==> src/rtl/tcp_rx_ctrl_mc.sv <==
// Multi-connection TCP receive controller: matches parsed headers to connection slots,
// classifies them into receive messages and queues them for the TCP state machines.

package tcp_pkg;

    typedef enum logic [2:0] {
        RX_MSG_RECV_SYNACK = 3'd0,
        RX_MSG_RECV_ACK    = 3'd1,
        RX_MSG_RECV_FIN    = 3'd2,
        RX_MSG_RECV_RST    = 3'd3,
        RX_MSG_RECV_DUPACK = 3'd4
    } rx_msg_t;

endpackage

module tcp_rx_ctrl_mc #(
    parameter int unsigned NUM_CONN       = 4,
    parameter int unsigned MSG_FIFO_DEPTH = 4,
    parameter int unsigned DUPACK_THRESH  = 3,
    localparam int unsigned CW = (NUM_CONN > 1) ? $clog2(NUM_CONN) : 1
) (
    input  logic                     i_clk,
    input  logic                     i_rst,
    input  logic [NUM_CONN-1:0]      i_conn_en,
    input  logic [NUM_CONN*16-1:0]   i_conn_local_port,
    input  logic [NUM_CONN*16-1:0]   i_conn_remote_port,
    input  logic [31:0]              i_seq_number,
    input  logic [31:0]              i_ack_number,
    input  logic [15:0]              i_source_port,
    input  logic [15:0]              i_dest_port,
    input  logic [7:0]               i_flags,
    input  logic [15:0]              i_window_size,
    input  logic                     i_hdr_valid,
    output tcp_pkg::rx_msg_t         o_rx_msg,
    output logic [CW-1:0]            o_rx_conn,
    output logic [31:0]              o_rx_seq,
    output logic [31:0]              o_rx_ack,
    output logic [15:0]              o_rx_window,
    output logic                     o_rx_msg_valid,
    input  logic                     i_rx_msg_ack,
    output logic                     o_unmatched,
    output logic                     o_overflow,
    output logic [7:0]               o_drop_count
);

    import tcp_pkg::*;

    localparam int unsigned PW = $clog2(MSG_FIFO_DEPTH);
    localparam int unsigned DW = $clog2(DUPACK_THRESH + 1);

    localparam int unsigned FLAG_FIN = 0;
    localparam int unsigned FLAG_SYN = 1;
    localparam int unsigned FLAG_RST = 2;
    localparam int unsigned FLAG_ACK = 4;

    typedef struct packed {
        rx_msg_t       msg;
        logic [CW-1:0] conn;
        logic [31:0]   seq;
        logic [31:0]   ack;
        logic [15:0]   win;
    } entry_t;

    // Per-slot receive state
    logic [31:0]         last_ack_q [NUM_CONN];
    logic [NUM_CONN-1:0] la_valid_q;
    logic [DW-1:0]       dupcnt_q   [NUM_CONN];

    // Classification stage
    logic   p_valid_q;
    entry_t p_entry_q;
    logic   unmatched_q;

    // Message FIFO
    entry_t        fifo_q [MSG_FIFO_DEPTH];
    logic [PW-1:0] wr_ptr_q;
    logic [PW-1:0] rd_ptr_q;
    logic [PW:0]   count_q;
    logic          overflow_q;
    logic [7:0]    drop_count_q;

    logic          hit;
    logic [CW-1:0] hit_idx;

    always_comb begin
        hit     = 1'b0;
        hit_idx = '0;
        // Walk downward so the lowest matching slot is the one left standing.
        for (int k = int'(NUM_CONN) - 1; k >= 0; k--) begin
            if (i_conn_en[k] &&
                i_dest_port == i_conn_local_port[16*k +: 16] &&
                i_source_port == i_conn_remote_port[16*k +: 16]) begin
                hit     = 1'b1;
                hit_idx = CW'(k);
            end
        end
    end

    logic [31:0] cur_last;
    logic        cur_lav;
    logic [DW-1:0] cur_dc;
    logic [DW-1:0] dc_inc;

    assign cur_last = last_ack_q[hit_idx];
    assign cur_lav  = la_valid_q[hit_idx];
    assign cur_dc   = dupcnt_q[hit_idx];
    assign dc_inc   = cur_dc + 1'b1;

    logic          gen;
    rx_msg_t       gen_msg;
    logic          st_upd;
    logic [31:0]   nxt_last;
    logic          nxt_lav;
    logic [DW-1:0] nxt_dc;

    always_comb begin
        gen      = 1'b0;
        gen_msg  = RX_MSG_RECV_SYNACK;
        st_upd   = 1'b0;
        nxt_last = cur_last;
        nxt_lav  = cur_lav;
        nxt_dc   = cur_dc;
        if (i_hdr_valid && hit) begin
            if (i_flags[FLAG_RST]) begin
                gen     = 1'b1;
                gen_msg = RX_MSG_RECV_RST;
                st_upd  = 1'b1;
                nxt_lav = 1'b0;
                nxt_dc  = '0;
            end else if (i_flags[FLAG_SYN] && i_flags[FLAG_ACK]) begin
                gen      = 1'b1;
                gen_msg  = RX_MSG_RECV_SYNACK;
                st_upd   = 1'b1;
                nxt_last = i_ack_number;
                nxt_lav  = 1'b1;
                nxt_dc   = '0;
            end else if (i_flags[FLAG_FIN]) begin
                gen     = 1'b1;
                gen_msg = RX_MSG_RECV_FIN;
            end else if (i_flags[FLAG_ACK]) begin
                st_upd = 1'b1;
                if (!cur_lav || i_ack_number != cur_last) begin
                    gen      = 1'b1;
                    gen_msg  = RX_MSG_RECV_ACK;
                    nxt_last = i_ack_number;
                    nxt_lav  = 1'b1;
                    nxt_dc   = '0;
                end else if (dc_inc == DW'(DUPACK_THRESH)) begin
                    gen     = 1'b1;
                    gen_msg = RX_MSG_RECV_DUPACK;
                    nxt_dc  = '0;
                end else begin
                    nxt_dc = dc_inc;
                end
            end
        end
    end

    // Slot state commits on the same edge as classification, so a header on the
    // next cycle already sees it.
    always_ff @(posedge i_clk or negedge i_rst) begin
        if (!i_rst) begin
            for (int k = 0; k < int'(NUM_CONN); k++) begin
                last_ack_q[k] <= '0;
                dupcnt_q[k]   <= '0;
            end
            la_valid_q <= '0;
        end else begin
            for (int k = 0; k < int'(NUM_CONN); k++) begin
                if (!i_conn_en[k]) begin
                    la_valid_q[k] <= 1'b0;
                    dupcnt_q[k]   <= '0;
                end else if (st_upd && hit_idx == CW'(k)) begin
                    last_ack_q[k] <= nxt_last;
                    la_valid_q[k] <= nxt_lav;
                    dupcnt_q[k]   <= nxt_dc;
                end
            end
        end
    end

    always_ff @(posedge i_clk or negedge i_rst) begin
        if (!i_rst) begin
            p_valid_q   <= 1'b0;
            p_entry_q   <= '0;
            unmatched_q <= 1'b0;
        end else begin
            p_valid_q   <= gen;
            p_entry_q   <= '{msg: gen_msg, conn: hit_idx, seq: i_seq_number,
                             ack: i_ack_number, win: i_window_size};
            unmatched_q <= i_hdr_valid && !hit;
        end
    end

    logic pop;
    logic full;
    logic push;
    logic drop;

    assign pop  = i_rx_msg_ack && (count_q != '0);
    assign full = (count_q == (PW+1)'(MSG_FIFO_DEPTH));
    assign push = p_valid_q && (!full || pop);
    assign drop = p_valid_q && full && !pop;

    always_ff @(posedge i_clk or negedge i_rst) begin
        if (!i_rst) begin
            for (int i = 0; i < int'(MSG_FIFO_DEPTH); i++) begin
                fifo_q[i] <= '0;
            end
            wr_ptr_q     <= '0;
            rd_ptr_q     <= '0;
            count_q      <= '0;
            overflow_q   <= 1'b0;
            drop_count_q <= '0;
        end else begin
            if (push) begin
                fifo_q[wr_ptr_q] <= p_entry_q;
                wr_ptr_q         <= wr_ptr_q + 1'b1;
            end
            if (pop) begin
                rd_ptr_q <= rd_ptr_q + 1'b1;
            end
            if (push && !pop) begin
                count_q <= count_q + 1'b1;
            end else if (pop && !push) begin
                count_q <= count_q - 1'b1;
            end
            if (drop) begin
                overflow_q <= 1'b1;
                if (drop_count_q != 8'hFF) begin
                    drop_count_q <= drop_count_q + 8'd1;
                end
            end
        end
    end

    entry_t head;
    assign head = fifo_q[rd_ptr_q];

    assign o_rx_msg       = head.msg;
    assign o_rx_conn      = head.conn;
    assign o_rx_seq       = head.seq;
    assign o_rx_ack       = head.ack;
    assign o_rx_window    = head.win;
    assign o_rx_msg_valid = (count_q != '0);
    assign o_unmatched    = unmatched_q;
    assign o_overflow     = overflow_q;
    assign o_drop_count   = drop_count_q;

endmodule

==> config.mk <==
export PLATFORM = sky130hd
export DESIGN_NAME = tcp_rx_ctrl_mc
export DESIGN_NICKNAME = d
export VERILOG_FILES = /design/src/rtl/tcp_rx_ctrl_mc.sv
export SDC_FILE = /design/constraint.sdc
export NUM_CORES = 1
export LEC_CHECK = 0
export ABC_AREA = 0
export CAP_MARGIN = 20
export CORE_MARGIN = 2
export CORE_UTILIZATION = 35
export DETAILED_ROUTE_END_ITERATION = 8
export GPL_TIMING_DRIVEN = 0
export SETUP_SLACK_MARGIN = 0.15
export SYNTH_ARGS = -nofsm -noshare
export SYNTH_HDL_FRONTEND = slang
export SYNTH_SLANG_ARGS = --single-unit
==> constraint.sdc <==
create_clock -name i_clk -period 3.7 [get_ports i_clk]
set_input_delay 0.37 -clock i_clk [delete_from_list [all_inputs] [get_ports i_clk]]
set_output_delay 0.37 -clock i_clk [all_outputs]
set_load 0.03 [all_outputs]
# Word-level counts from Yosys, hierarchy flattened
# Cells that the tools add are included.
[totals]
regBits = 583
output_inout_bits = 96
wordCells = 192
[op_classes]
n_addsub = 6
n_lt_le_gt_ge = 5
n_eq_ne = 19
mux = 78
bitwise_logic = 3
reduce_logical = 37
[op_table]
columns = ["operator", "n"]
rows = [
  ["bitwise mux 340 bit", 1],
  ["2-to-1 mux 32 bit", 8],
  ["2-to-1 mux 85 bit", 3],
  ["binary-select mux 85 bit (select 2 bit)", 1],
  ["demux 85 bit (select 2 bit)", 1],
  ["== test 16 bit", 8],
  ["binary-select mux 32 bit (select 2 bit)", 1],
  ["2-to-1 mux 2 bit", 21],
  ["!= test 32 bit", 1],
  ["2-to-1 mux 1 bit", 31],
  ["2-to-1 mux 3 bit", 9],
  ["logical AND 1 bit", 22],
  ["AND reduction 2 bit", 5],
  [">= comparator 3 bit, second input constant", 3],
  ["NOT 2 -> 3 bit", 3],
  ["adder 8 x 1 -> 8 bit, second input constant", 1],
  ["!= test 2 x 1 -> 1 bit, second input constant", 4],
  ["!= test 8 bit, second input constant", 1],
  ["adder 2 x 1 -> 2 bit, second input constant", 3],
  ["== test 2 bit, second input constant", 3],
  ["logical NOT 1 bit", 5],
  ["binary-select mux 2 bit (select 2 bit)", 1],
  ["adder 3 x 1 -> 3 bit, second input constant", 1],
  ["== test 3 bit, second input constant", 1],
  ["other kinds (9)", 10],
]

# Longest topological paths before layout
[depth]
depth_word = 22
mapped_depth = 17
depth_no_buf = 12

# Least setup slack after synthesis
# Ideal clock, no wire load.
[synth_timing]
path_kind = "input port to flip-flop"
start = "input i_dest_port[9]"
end = "register last_ack_q[114] (netlist name)"
arrival_time_ps = 3667
slack_ps = -102
cell_stages = 15
path_buffers = 3
path_cell_list = "buf_4 > xor2_1 > nor4_1 > nand4_1 > or4_4 > o31ai_4 > buf_2 > a32oi_1 > xnor2_1 > nor4_2 > nand4_2 > o41ai_2 > buf_2 > and3_1 > o31ai_1"
[synth_between]
elab_chain_cells = 19
elab_cells_between_ends = 40
[synth_rtl]
columns = ["element", "line_no", "rtl"]
rows = [
  ["start: declaration", "30", "input logic [15:0] i_dest_port,"],
  ["== test 16 bit", "91", "i_dest_port == i_conn_local_port[16*k +: 16] &&"],
  ["logical AND 1 bit", "90", "if (i_conn_en[k] &&"],
  ["logical AND 1 bit", "91", ""],
  ["2-to-1 mux 2 bit (4 in a row)", "90", ""],
  ["NOT 2 -> 3 bit (not written as such)", "104", "assign cur_last = last_ack_q[hit_idx];"],
  ["binary-select mux 32 bit (select 2 bit)", "104", ""],
  ["2-to-1 mux 32 bit (not written as such) (2 in a row)", "104", ""],
  ["!= test 32 bit", "142", "if (!cur_lav || i_ack_number != cur_last) begin"],
  ["logical OR 1 bit", "142", ""],
  ["2-to-1 mux 32 bit", "142", ""],
  ["2-to-1 mux 32 bit", "140", "end else if (i_flags[FLAG_ACK]) begin"],
  ["2-to-1 mux 32 bit", "137", "end else if (i_flags[FLAG_FIN]) begin"],
  ["2-to-1 mux 32 bit", "130", "end else if (i_flags[FLAG_SYN] && i_flags[FLAG_ACK]) begin"],
  ["2-to-1 mux 32 bit", "124", "if (i_flags[FLAG_RST]) begin"],
  ["2-to-1 mux 32 bit", "123", "if (i_hdr_valid && hit) begin"],
  ["end signal: indexed assignment", "174", "last_ack_q[k] <= nxt_last;"],
  ["end: declaration", "65", "logic [31:0] last_ack_q [NUM_CONN];"],
]
# Several ways; a longest one is shown, not always the timed one. The select of a mux whose other input is x is not followed.
# A chain may end at the register's enable or synchronous reset.

# Final worst setup path
[layout_timing]
start = "input i_source_port[3]"
end = "register last_ack_q[80] (netlist name)"
[layout_between]
elab_chain_cells = 18
elab_cells_between_ends = 36
[layout_rtl]
columns = ["element", "line_no", "rtl"]
rows = [
  ["start: declaration", "29", "input logic [15:0] i_source_port,"],
  ["== test 16 bit", "92", "i_source_port == i_conn_remote_port[16*k +: 16]) begin"],
  ["logical AND 1 bit", "91", ""],
  ["2-to-1 mux 2 bit (4 in a row)", "90", ""],
  ["NOT 2 -> 3 bit (not written as such)", "104", ""],
  ["binary-select mux 32 bit (select 2 bit)", "104", ""],
  ["2-to-1 mux 32 bit (not written as such) (2 in a row)", "104", ""],
  ["!= test 32 bit", "142", ""],
  ["logical OR 1 bit", "142", ""],
  ["2-to-1 mux 32 bit", "142", ""],
  ["2-to-1 mux 32 bit", "140", ""],
  ["2-to-1 mux 32 bit", "137", ""],
  ["2-to-1 mux 32 bit", "130", ""],
  ["2-to-1 mux 32 bit", "124", ""],
  ["2-to-1 mux 32 bit", "123", ""],
]
# Several ways; a longest one is shown, not always the timed one. The select of a mux whose other input is x is not followed.

==> results.txt <==
----------------------------------------------------
[Floorplan]
  I/O Pins ... 352
  Die area ... 0.0798 sq mm
  Std cell rows ... 102
  Vertical die dimension ... 282 microns
  Die width ... 282 microns
  Initial Util ... 35.2%
  Core box area ... 0.0771 sq mm

[Place]
  DP Cell Count ... 3438
  Routability congestion estimate from global placement ... 0.940
  Worst setup timing slack at the placement stage ... -2680 ps
  Placed wire-length estimate ... 62900 microns
  Number of port buffers ... 339

[Yosys]
  Syn Nets ... 2317
  Primary flip-flop cell chosen by synthesis mapping ... sky130_fd_sc_hd__dfrtp_1
  Yosys warnings ... 0
  Top cells by area in the synthesized netlist ... sky130_fd_sc_hd__dfrtp_1 54%, sky130_fd_sc_hd__mux2_2 14%, sky130_fd_sc_hd__mux4_2 7.1%, sky130_fd_sc_hd__xnor2_1 3.6%, sky130_fd_sc_hd__o31ai_1 3.5%
  Post-synth top area share ... 53.8%
  FFs w/ async S/R, synth ... 100%
  Post-synthesis instance area ... 0.0271 sq mm
  Register bit count reported by yosys ... 583
  Share of the yosys chip area belonging to registers ... 53.8%
  Biggest area consumer among synthesized cells ... sky130_fd_sc_hd__dfrtp_1
  Average cell area after synthesis ... 13.2 sq um
  Number of different library cells in the post-synthesis netlist ... 69
  Cell count after synthesis ... 2054
  Number of enable flip-flop cells after synthesis ... 0

[Pwr]
  Static Leakage ... 17.1 nW
  Overall Power ... 0.0140 W
  Cell area power density ... 365 mW/mm^2
  Maximum vdd ir drop ... 0.342 mV

[Timing]
  Shortest period the worst path allows ... 3930 ps
  Worst-margin pin slew ... 1070 ps
  Max Fclk ... 254 MHz
  Final setup violating endpoints ... 129
  Slew margin rel. ... 28.5%
  Number of failing hold endpoints at the final stage ... 0
  Final slew viol count ... 0
  Final cycle utilization of the critical path ... 106%
  Unrepaired setup endpoints after global routing ... true
  Post-route clock skew ... 34.2 ps
  Final worst hold slack ... 191 ps
  PnR worst setup slack ... -231 ps

[Critical path]
  Highest fanout seen on the critical path ... 6
  Nature of the critical path startpoint ... primary input
  Arrival time of the worst setup path ... 4400 ps
  Kind of capture point of the worst setup path ... flip-flop
  Data required, critical path ... 4170 ps
  Path type of the worst setup path ... primary input to flip-flop

[Route]
  Total detailed-routing wirelength ... 90700 microns
  DRC violations left ... 0
  Vias per cell ... 5.45
  Residual antenna-violating net count after detailed routing ... 0
  Iter 0 DRT Violations ... 1196
  DRT Pass-1 Iters ... 5
  Total vias in the final route ... 20200
  Mean routed wirelength per cell ... 24.5 microns

[Outcome]
  Failing checks ... negative setup slack
  Status ... complete, but fails checks

[Flow run]
  Count of maximum capacitance violations ... 0

[Global routing]
  Total Routing Usage GR ... 22.3%
  Sum of overflow across all layers after global routing ... 0
  Maximum number of pins on one net before global-route repair ... 123
  Number of antenna violations at the first check in global routing ... 7
  Wire length of the first global-routing pass ... 134000 microns
  Vias in the first global route ... 21600

[Clock tree]
  Total clock buffers created by CTS ... 61
  Clock tree from TritonCTS ... built
  Number of buffers on the longest clock path ... 3
  Root buffer cell ... sky130_fd_sc_hd__clkbuf_16
  Worst skew pair latency ... 640 ps
  Clock-pin slew of the registers on the worst-case setup and hold paths ... 60 ps
  Max H-tree Level ... 2
  Clock Sinks ... 583

[Finish]
  Area Growth Syn to Fin ... 40.9%
  Number of standard cells in the final layout excluding fillers ... 3701
  Fill cells ... 6687
  Share of post-route cells with drive strength above 1 ... 43.6%
  Final net count ... 2868

[Hold path]
  Worst min-delay path class ... primary input to flip-flop

----------------------------------------------------
==> critical path, cell delays in order <==
cell	delay [ps]
sky130_fd_sc_hd__buf_6	130
sky130_fd_sc_hd__xnor2_4	280
sky130_fd_sc_hd__nand4_1	320
sky130_fd_sc_hd__nor4_4	230
sky130_fd_sc_hd__buf_6	170
sky130_fd_sc_hd__and3_4	250
sky130_fd_sc_hd__o31ai_4	100
sky130_fd_sc_hd__buf_6	160
sky130_fd_sc_hd__buf_6	110
sky130_fd_sc_hd__buf_6	110
sky130_fd_sc_hd__a22o_1	240
sky130_fd_sc_hd__xor2_1	160
sky130_fd_sc_hd__nor4_2	340
sky130_fd_sc_hd__nand2_2	160
sky130_fd_sc_hd__buf_6	160
sky130_fd_sc_hd__o41ai_4	380
sky130_fd_sc_hd__buf_6	240
sky130_fd_sc_hd__clkbuf_16	170
sky130_fd_sc_hd__and2b_2	230
sky130_fd_sc_hd__o31ai_2	80
==> Yosys cell counts, types with 3 or more instances <==
cell type and instances:
sky130_fd_sc_hd__a22o_1 13, sky130_fd_sc_hd__xor2_1 55, sky130_fd_sc_hd__a22oi_1 10, sky130_fd_sc_hd__xnor2_1 112, sky130_fd_sc_hd__nand2b_1 11, sky130_fd_sc_hd__and2_1 11
sky130_fd_sc_hd__o21ai_0 16, sky130_fd_sc_hd__buf_4 3, sky130_fd_sc_hd__or3_1 4, sky130_fd_sc_hd__clkbuf_1 96, sky130_fd_sc_hd__o311ai_1 8, sky130_fd_sc_hd__nor4_1 27
sky130_fd_sc_hd__buf_2 19, sky130_fd_sc_hd__nand3_1 34, sky130_fd_sc_hd__a21o_1 5, sky130_fd_sc_hd__o311ai_0 14, sky130_fd_sc_hd__dfrtp_1 583, sky130_fd_sc_hd__inv_1 33
sky130_fd_sc_hd__buf_1 8, sky130_fd_sc_hd__nor4_2 30, sky130_fd_sc_hd__o21a_1 18, sky130_fd_sc_hd__nor2_1 18, sky130_fd_sc_hd__and3_1 12, sky130_fd_sc_hd__nor3_1 14
sky130_fd_sc_hd__a32oi_1 6, sky130_fd_sc_hd__mux2_2 343, sky130_fd_sc_hd__nor2b_1 3, sky130_fd_sc_hd__buf_6 7, sky130_fd_sc_hd__mux4_2 85, sky130_fd_sc_hd__ha_1 6
sky130_fd_sc_hd__o31ai_1 128, sky130_fd_sc_hd__and2b_1 16, sky130_fd_sc_hd__nand2_1 173, sky130_fd_sc_hd__nand4_1 70, sky130_fd_sc_hd__or4_1 4, sky130_fd_sc_hd__a21oi_1 17
sky130_fd_sc_hd__a31oi_1 6
==> metal layers <==
layer	GRT usage [%]	share of wire, %	vias up
li1	-	-	8728
met1	26.7	38	10300
met2	38.6	49	879
met3	4.49	7.5	243
met4	10.5	5.1	6
met5	0	0.047	-
==> kinds of logic after synthesis <==
kind of cell / count (synthesis) / share of synthesized area (%)
AOI/OAI and AO/OA: 256 / 7.11
xor gates and xnor gates: 167 / 5.39
adders and majority gates: 7 / 0.350
buffers and inverters: 166 / 2.62
DFF: 583 / 53.8
muxes: 430 / 21.4
and+or+nand+nor: 445 / 9.40
==> layout make-up <==
| class | instances | area, sq um | share of cell area, % |
|---|---|---|---|
| repair buffers | 488 | 4830 | 12.6 |
| clock inverters | 32 | 384 | 1.00 |
| multi-input cells | 1305 | 14300 | 37.5 |
| flip-flops and latches | 583 | 14600 | 38.2 |
| clock buffers | 82 | 1730 | 4.52 |
| well taps | 1040 | 1300 | 3.40 |
| inverters | 33 | 124 | 0.324 |
| plain buffers | 133 | 935 | 2.44 |
| diodes | 5 | 12.5 | 0.0327 |
==> power breakdown <==
| group | total (W) | leakage, nW | internal [W] | switching [W] |
|---|---|---|---|---|
| logic | 0.00108 | 8.10 | 0.000501 | 0.000574 |
| registers | 0.00647 | 7.95 | 0.00642 | 0.0000466 |
| clock network | 0.00643 | 1.04 | 0.00383 | 0.00260 |
| total | 0.0140 | 17.1 | 0.0107 | 0.00322 |
==> flip-flops by register name, summed over array words and instances, names as in the netlist <==
signal / cells
fifo_q: 340
last_ack_q: 128
p_entry_q: 85
dupcnt_q: 8
o_drop_count: 8
la_valid_q: 4
count_q: 3
rd_ptr_q: 2
wr_ptr_q: 2
o_overflow: 1
o_unmatched: 1
p_valid_q: 1
==> timing repair <==
item / 4_1_cts / 5_1_grt
setup endpoints to repair: 227 / 141
hold endpoints to repair: 45 / 0
pin swaps: 174 / 160
buffers inserted: 89 / 46
hold buffers: 1 / 0
resized for setup: 590 / 357
gates cloned: 5 / 3
==> final timing paths <==
path	slack, ps	start	cells past startpoint	end
min in group asynchronous	250	i_rst	2	fifo_q[173]$_DFFE_PN0P_
worst max register to register	450	count_q[0]$_DFFE_PN0P_	7	fifo_q[142]$_DFFE_PN0P_
worst min-delay path	190	i_window_size[9]	1	p_entry_q[9]$_DFF_PN0_
worst max-delay path	-230	i_source_port[3]	20	last_ack_q[80]$_DFFE_PN0P_
worst min register to register	460	o_overflow$_DFFE_PN0P_	1	o_overflow$_DFFE_PN0P_
max in group asynchronous	1580	i_rst	5	last_ack_q[81]$_DFFE_PN0P_
==> cells in the final DEF, fill, tap and decap left out, types with 15 or more instances in the layout <==
cell type                         netlist  layout
sky130_fd_sc_hd__inv_1                 33      33
sky130_fd_sc_hd__buf_6                  7      35
sky130_fd_sc_hd__o31ai_1              128      61
sky130_fd_sc_hd__dlygate4sd2_1          0      36
sky130_fd_sc_hd__mux2_2               343     343
sky130_fd_sc_hd__nor4_2                30      19
sky130_fd_sc_hd__a21oi_1               17      15
sky130_fd_sc_hd__clkinv_2               0      16
sky130_fd_sc_hd__clkbuf_16              0      67
sky130_fd_sc_hd__clkbuf_1              96      72
sky130_fd_sc_hd__nor2_1                18      17
sky130_fd_sc_hd__mux4_2                85      85
sky130_fd_sc_hd__nor4_4                 2      33
sky130_fd_sc_hd__buf_12                 0      21
sky130_fd_sc_hd__nand3_1               34      24
sky130_fd_sc_hd__dfrtp_1              583     583
sky130_fd_sc_hd__dlymetal6s2s_1         0      28
sky130_fd_sc_hd__buf_4                  3     119
sky130_fd_sc_hd__o31ai_2                0      60
sky130_fd_sc_hd__xor2_1                55      22
sky130_fd_sc_hd__nand2_1              173     168
sky130_fd_sc_hd__clkbuf_2               0      49
sky130_fd_sc_hd__clkdlybuf4s50_1        0     194
sky130_fd_sc_hd__xnor2_2                0      77
sky130_fd_sc_hd__xnor2_1              112      28
sky130_fd_sc_hd__o21a_1                18      18
sky130_fd_sc_hd__clkdlybuf4s15_1        0      18
sky130_fd_sc_hd__and2b_2                0      16
sky130_fd_sc_hd__xor2_2                 0      25
sky130_fd_sc_hd__nand4_1               70      70
==> stage by stage <==
step                TNS [ps]  cell area, sq um  utilization [%]
floorplan              -3.22             27300                -
global placement           -             32000             41.5
detailed placement   -361250             32200             41.7
CTS                   -11410             36700             47.6
global route          -23470             38200             49.6
finish                -20260             38200             49.6
Power figures use the tool's default switching activity.
